<file path="config.mk">
export PLATFORM = sky130hd
export DESIGN_NAME = decompress_fetcher
export DESIGN_NICKNAME = d
export VERILOG_FILES = /design/src/rtl/decompress_fetcher_pkg.sv /design/src/rtl/decompress_fetcher.sv
export SDC_FILE = /design/constraint.sdc
export NUM_CORES = 1
export LEC_CHECK = 0
export CORE_MARGIN = 4
export CORE_UTILIZATION = 51
export CTS_BUF_LIST = sky130_fd_sc_hd__clkbuf_4
export DETAILED_ROUTE_END_ITERATION = 7
export PLACE_DENSITY_LB_ADDON = 0.1
export SYNTH_ARGS = -nofsm -noshare
export SYNTH_HDL_FRONTEND = slang
export SYNTH_SLANG_ARGS = --single-unit
</file>
<file path="constraint.sdc">
create_clock -name clk -period 6.75 [get_ports clk]
set_input_delay 1.35 -clock clk [delete_from_list [all_inputs] [get_ports clk]]
set_output_delay 1.35 -clock clk [all_outputs]
set_load 0.02 [all_outputs]
</file>
<file path="src/rtl/decompress_fetcher_pkg.sv">
// Shared definitions for the decompression path: fetcher FSM encoding and bus width defaults.
// Also imported by the DMA and decompress_handler blocks.
package decompress_fetcher_pkg;

    localparam int unsigned AddrWDefault = 16;
    localparam int unsigned IdxWDefault  = 32;

    typedef enum logic [2:0] {
        StIdle,
        StRd1,
        StRd2,
        StDispatch,
        StWaitDec,
        StAdvance,
        StFinish
    } fetchState_e;

endpackage

</file>
<file path="src/rtl/decompress_fetcher.sv">
// Feeds a compressed byte stream from RAM to the decompressor as (current, next) byte pairs,
// advancing to whatever stream position the decompressor hands back after each step.
module decompress_fetcher
    import decompress_fetcher_pkg::*;
#(
    parameter int unsigned ADDR_W = AddrWDefault,
    parameter int unsigned IDX_W  = IdxWDefault
) (
    input  logic              clk,
    input  logic              RST,
    input  logic              start,
    input  logic [ADDR_W-1:0] base_addr,
    input  logic [IDX_W-1:0]  length,
    output logic [ADDR_W-1:0] ram_address,
    output logic              ram_read,
    input  logic [7:0]        ram_data,
    input  logic              ram_done_read,
    output logic [7:0]        in1,
    output logic [7:0]        in2,
    output logic [IDX_W-1:0]  byte_indx,
    output logic [2:0]        bit_indx,
    output logic              work,
    input  logic              dec_done,
    input  logic [IDX_W-1:0]  new_byte_indx,
    input  logic [2:0]        new_bit_indx,
    output logic              busy,
    output logic              done,
    output logic              err
);

    fetchState_e       state;
    logic [ADDR_W-1:0] baseAddr;
    logic [IDX_W-1:0]  lenReg;
    logic [IDX_W-1:0]  newByte;
    logic [2:0]        newBit;

    logic [IDX_W:0]    nextIdx;
    logic [ADDR_W-1:0] rdAddr1;
    logic [ADDR_W-1:0] rdAddr2;
    logic              nextPastEnd;
    logic              newPastEnd;
    logic              newBehind;
    logic              newSame;
    logic              newNext;

    // Extra index bit keeps byte_indx+1 from wrapping when compared against length.
    assign nextIdx     = {1'b0, byte_indx} + {{IDX_W{1'b0}}, 1'b1};
    assign rdAddr1     = baseAddr + ADDR_W'(byte_indx);
    assign rdAddr2     = rdAddr1 + ADDR_W'(1);
    assign nextPastEnd = nextIdx >= {1'b0, lenReg};
    assign newPastEnd  = newByte >= lenReg;
    assign newBehind   = (newByte < byte_indx) || ((newByte == byte_indx) && (newBit < bit_indx));
    assign newSame     = newByte == byte_indx;
    assign newNext     = {1'b0, newByte} == nextIdx;

    always_ff @(posedge clk or posedge RST) begin
        if (RST) begin
            state       <= StIdle;
            baseAddr    <= '0;
            lenReg      <= '0;
            newByte     <= '0;
            newBit      <= '0;
            ram_address <= '0;
            ram_read    <= 1'b0;
            in1         <= '0;
            in2         <= '0;
            byte_indx   <= '0;
            bit_indx    <= '0;
            work        <= 1'b0;
            busy        <= 1'b0;
            done        <= 1'b0;
            err         <= 1'b0;
        end else begin
            work <= 1'b0;
            done <= 1'b0;
            unique case (state)
                StIdle: begin
                    if (start) begin
                        baseAddr  <= base_addr;
                        lenReg    <= length;
                        byte_indx <= '0;
                        bit_indx  <= '0;
                        err       <= 1'b0;
                        busy      <= 1'b1;
                        state     <= (length == '0) ? StFinish : StRd1;
                    end
                end
                // A read is issued on the first cycle in the state and held until completion.
                StRd1: begin
                    if (!ram_read) begin
                        ram_read    <= 1'b1;
                        ram_address <= rdAddr1;
                    end else if (ram_done_read) begin
                        ram_read <= 1'b0;
                        in1      <= ram_data;
                        state    <= StRd2;
                    end
                end
                StRd2: begin
                    if (!ram_read) begin
                        if (nextPastEnd) begin
                            in2   <= '0;
                            state <= StDispatch;
                        end else begin
                            ram_read    <= 1'b1;
                            ram_address <= rdAddr2;
                        end
                    end else if (ram_done_read) begin
                        ram_read <= 1'b0;
                        in2      <= ram_data;
                        state    <= StDispatch;
                    end
                end
                StDispatch: begin
                    work  <= 1'b1;
                    state <= StWaitDec;
                end
                StWaitDec: begin
                    if (dec_done) begin
                        newByte <= new_byte_indx;
                        newBit  <= new_bit_indx;
                        state   <= StAdvance;
                    end
                end
                StAdvance: begin
                    if (newPastEnd) begin
                        byte_indx <= newByte;
                        bit_indx  <= newBit;
                        state     <= StFinish;
                    end else if (newBehind) begin
                        err   <= 1'b1;
                        state <= StFinish;
                    end else begin
                        byte_indx <= newByte;
                        bit_indx  <= newBit;
                        if (newSame) begin
                            state <= StDispatch;
                        end else if (newNext) begin
                            in1   <= in2;
                            state <= StRd2;
                        end else begin
                            state <= StRd1;
                        end
                    end
                end
                StFinish: begin
                    done  <= 1'b1;
                    busy  <= 1'b0;
                    state <= StIdle;
                end
                default: state <= StIdle;
            endcase
        end
    end

endmodule

</file>
# After elaboration in Yosys (flattened, before gate mapping)

Cells that the tools add are included.

$add $sub $neg: 3
Order comparisons: 4
Eq/ne operators: 24
Mux-type cells: 47
Reductions and logical operators: 18

Operators with widths:

| cell                                           | number |
|---|---|
| two-way mux 32 bit                             | 3 |
| two-way mux 8 bit                              | 8 |
| one-hot mux 32 bit (2 select lines)            | 1 |
| two-way mux 16 bit                             | 3 |
| two-way mux 3 bit                              | 13 |
| adder 32 x 1 -> 33 bit (second input constant) | 1 |
| == test 32 x 33 -> 1 bit                       | 1 |
| greater-or-equal comparator 33 x 32 -> 1 bit   | 1 |
| == test 32 bit                                 | 1 |
| greater-or-equal comparator 32 bit             | 1 |
| zero test 32 bit                               | 1 |
| less-than comparator 32 bit                    | 1 |
| one-hot mux 16 bit (2 select lines)            | 1 |
| != test 2 bit (second input constant)          | 12 |
| one-hot mux 3 bit (6 select lines)             | 1 |
| adder 16 x 1 -> 16 bit (second input constant) | 1 |
| adder 16 bit                                   | 1 |
| one-hot mux 8 bit (2 select lines)             | 1 |
| two-way mux 1 bit                              | 10 |
| nonzero test 2 bit                             | 5 |
| == test 3 bit (second input constant)          | 3 |
| != test 3 bit (second input constant)          | 3 |
| AND reduction 4 bit                            | 2 |
| AND reduction 7 bit                            | 1 |
| other kinds (13)                               | 20 |

Register bits after elaboration: 158
Input port bits: 96
Output and inout bits: 72
Logic and storage cells: 111

# Longest topological paths before layout

Depth after elaboration: 7
Gate-level depth with buffers: 16
Mapped depth without buffers: 14

# Least setup slack after synthesis

No wires, ideal clock.

Path type: reg2reg
Start: register byte_indx[6]
End: register ram_address[11]
Data arrival time: 4.090 ns
Data required time: 6.625 ns
Setup slack: 2.536 ns
Cell stages (with the launch flop): 15
Clock period less this slack: 4.214 ns
Path through: dfrtp_1 -> buf_2 -> nand4_4 -> or4_1 -> or4b_1 -> xnor2_1 -> ha_1 -> nand4_1 -> nor4_1 -> nand4_1 -> a211oi_1 -> a211oi_1 -> a32oi_1 -> clkbuf_1 -> mux2_2

Longest elaborated chain between the ends: 5
Elaborated cells between the ends (all ways): 10
Those cells by class: add/sub (3); order compare (1); eq/ne (1); mux (4); reduce/logical (1)

Ends and longest elaborated chain:

| element                                                        | line                      | source |
|---|---|---|
| start: declaration                                             | decompress_fetcher.sv:20  | `output logic [IDX_W-1:0] byte_indx,` |
| start signal: assignment                                       | decompress_fetcher.sv:127 | `byte_indx <= newByte;` |
| start signal: assignment                                       | decompress_fetcher.sv:134 | `byte_indx <= newByte;` |
| branches (longest 5 deep; another with adder 32 x 1 -> 33 bit) | n/a                       |  |
| end signal: assignment                                         | decompress_fetcher.sv:92  | `ram_address <= rdAddr1;` |
| end signal: assignment                                         | decompress_fetcher.sv:106 | `ram_address <= rdAddr2;` |
| end: declaration                                               | decompress_fetcher.sv:14  | `output logic [ADDR_W-1:0] ram_address,` |

Parallel ways; which one is timed is not known. The select of a mux whose other input is x is not followed.
A chain may end at the register's enable or synchronous reset.

# Final worst setup path

Start: register byte_indx[21]
End: register ram_address[4]

Longest elaborated chain between the ends: 4

Ends and longest elaborated chain:

| element                                      | line                     | source |
|---|---|---|
| adder 32 x 1 -> 33 bit                       | decompress_fetcher.sv:47 | `assign nextIdx = {1'b0, byte_indx} + {{IDX_W{1'b0}}, 1'b1};` |
| greater-or-equal comparator 33 x 32 -> 1 bit | decompress_fetcher.sv:50 | `assign nextPastEnd = nextIdx >= {1'b0, lenReg};` |
| != test 2 bit (no source line)               | n/a                      |  |
| AND reduction 4 bit (no source line)         | n/a                      |  |

Every way passes these cells.

==> flow_summary.toml <==
[power_and_ir_drop]
peakVddDrop_uv = 192
power_leakage_nw = 5.73
power_density_nw_per_um2 = 368

[clocking]
ctsHoldBuffers = 0
cts-root-buf = "clkbuf_4"
clk_path_buf_depth = 2
numCtsBuffers = 17
postCtsSetupBuffers = 0
worstSkewPairLatency_ps = 600
cts.clk_slew.worst_paths_ps = 170
clock-sinks = 158
cts_tree = "yes"
htree_levels = 4
cts-resized-gates = 0

[detailed_routing]
wl_met1_um = 15300
wl_per_cell_um = 20.8
drc_errors = 0
initialDrtViolationCount = 701
vias_per_cell = 5.94
drt_pass1_iterations = 5
top_layer = "met4"
routed-wl-met3_um = 2210
wl_met2_um = 16400
route.vias.total = 9970
wirelength_um = 35000
antenna_left = 0

[synth]
yosysTopAreaCell = "dfrtp_1"
ys_seq_area_share_pct = 35.4
ys_warn_count = 0
synth_enable_flop_cells = 0
syn_inst = 1249
netlist_area_sq_um = 11200
synthArstFlopShare_pct = 100
synth_ff_type = "dfrtp_1"
synth.avg_cell_area_sq_um = 8.94
yosys-top-cells-area = "dfrtp_1 35%, ha_1 13%, nand2_1 6.7%"
syn_nets = 1461
synth-seq-cells = 158
synth_top_area_share_pct = 35.4
yosysUniqueCellTypes = 72

[setup_path]
crit_required_ps = 7230
crit_type = "reg -> reg"
cp.arrival_ps = 5640
startpoint_type = "flop"
critPathMaxFanout = 30
cp-end-kind = "flop"

[layout]
areaGrowthSynthToFinish_pct = 19.6
drive_above_1_share_pct = 7.63
post-route-util_pct = 62.8
nets = 1602
finalInstanceArea_sq_um = 13400

[die]
fp.dieH_um = 156
io_pins = 168
num_rows = 53
initial_core_util_pct = 52.5
die_width_um = 156
die_area_sq_um = 24300
core_area_sq_um = 21300

[min_path]
hp-class = "reg -> reg"

[timing]
min_period_over_period_pct = 76.4
fmax_mhz = 194
worst_slew_pin_slew_ps = 1250
layout_min_cycle_time_ps = 5160
final-hold-violation-count = 0
fin_skew_ps = 34.3
relSlewSlack_pct = 16.7
fin_setup_tns_ps = 0
rsz0062_at_grt = "false"
setup_violations = 0
drv_slew = 0

[placed_design]
io_buffers = 167
dpl_cell_area_sq_um = 13100
gp_congestion = 0.996
place_hpwl_um = 26800

[global_route]
grt_pass1_vias = 10084
grt.total_usage_pct = 28.9
grt_pass1_wl_um = 55000
grt_max_degree = 71
antenna_found_initial = 1
grt-ovfl-total = 0

[outcome]
status = "completed"

[job]
drv_cap = 0
per-stage QoR:
stage	hold slack (ps)	setup slack, ps	total power, mW	instances
after floorplan	450	1140	3.37	1249
after global placement	465	2020	4.25	1646
after detailed placement	474	1790	4.31	1646
after CTS	513	1740	4.92	1678
after global routing	534	1190	5.32	1679
final	503	1590	4.92	1679
worst max-delay path: stages, from the launching register on:
cell      delay (ps)
dfrtp_1          580
nand4_1          480
nor4_1           720
or4b_1           580
xnor2_1          200
ha_1             320
nand4_1          140
nor4_1           400
nand4_1          230
a211oi_1         290
a211oi_1         240
a32oi_2          200
buf_4            300
mux2_2           360
synthesized netlist by cell type, drive strengths merged, types with 21 or more instances:
cell type and number:
dfrtp 158, xnor2 51, a21oi 35, nor4 27, o21ai 110, ha 115
nor2 48, nand3 54, clkbuf 39, xor2 22, inv 86, nand2 200
nor3 21, nand4 38, mux2 42
power breakdown:
part | internal (mW) | switching [mW] | total [mW]
registers | 1.29 | 0.395 | 1.69
logic | 1.16 | 1.47 | 2.63
clock network | 0.173 | 0.427 | 0.600
worst paths after layout:
path / startpoint / end / slack [ps] / depth (start not counted)
worst max-delay path: byte_indx[21]$_DFFE_PP0P_ / ram_address[4]$_DFFE_PP0P_ / 1590 / 13
worst min-delay path: ram_address[12]$_DFFE_PP0P_ / ram_address[12]$_DFFE_PP0P_ / 500 / 2
worst max register to register: byte_indx[21]$_DFFE_PP0P_ / ram_address[4]$_DFFE_PP0P_ / 1590 / 13
worst min register to register: ram_address[12]$_DFFE_PP0P_ / ram_address[12]$_DFFE_PP0P_ / 500 / 2
max in group asynchronous: RST / newByte[29]$_DFFE_PP0P_ / 4420 / 3
min in group asynchronous: RST / lenReg[6]$_DFFE_PP0P_ / 1140 / 2
final cells by class:
class                   instances  area [sq um]
fillers                      1842          7930
multi-input cells             952          6700
flip-flops and latches        158          3950
repair buffers                175          1730
well taps                     275           344
inverters                      86           328
clock inverters                15           169
clock buffers                  17           128
diodes                          1          2.50
routing by layer:
layer / up-vias / track usage, %
met1: 4803 / 38.8
met3: 60 / 5.08
met5: - / 0
li1: 4759 / -
met2: 348 / 47.5
met4: 0 / 9.30
cells in the final DEF, fill, tap and decap left out, drive strengths merged, types with 7 or more instances in the layout:
cell type / Yosys / final
o211ai: 7 / 7
mux2: 42 / 42
a211oi: 13 / 13
or4: 11 / 11
nand2b: 7 / 7
nand4: 38 / 38
nor4: 27 / 27
clkbuf: 39 / 17
nand3: 54 / 54
o21ai: 110 / 110
o21a: 8 / 8
buf: 14 / 8
ha: 115 / 115
xnor2: 51 / 51
nand2: 200 / 200
inv: 86 / 93
a21oi: 35 / 35
and4: 7 / 7
a21o: 16 / 16
nor3: 21 / 21
clkdlybuf4s50: 0 / 167
nor2: 48 / 48
xor2: 22 / 22
nor2b: 9 / 9
a22o: 8 / 8
dfrtp: 158 / 158
sequential cells by signal (all words and copies together), names as in the netlist, 3 cells and up:
signal / flops
baseAddr: 16
bit_indx: 3
byte_indx: 32
in1: 8
in2: 8
lenReg: 32
newBit: 3
newByte: 32
ram_address: 16
state: 3
kinds of logic (layout without fill, tap and decap cells):
group | Yosys count | count (layout) | synth area share [%]
compound gates | 259 | 259 | 14.8
xor+xnor | 77 | 77 | 6.53
fa+ha+maj | 116 | 116 | 13.1
buf+inv | 139 | 293 | 4.93
flops | 158 | 158 | 35.4
mux | 46 | 46 | 4.86
other cells | 0 | 1 | 0
simple gates | 454 | 454 | 20.4
Power figures use the tool's default switching activity.
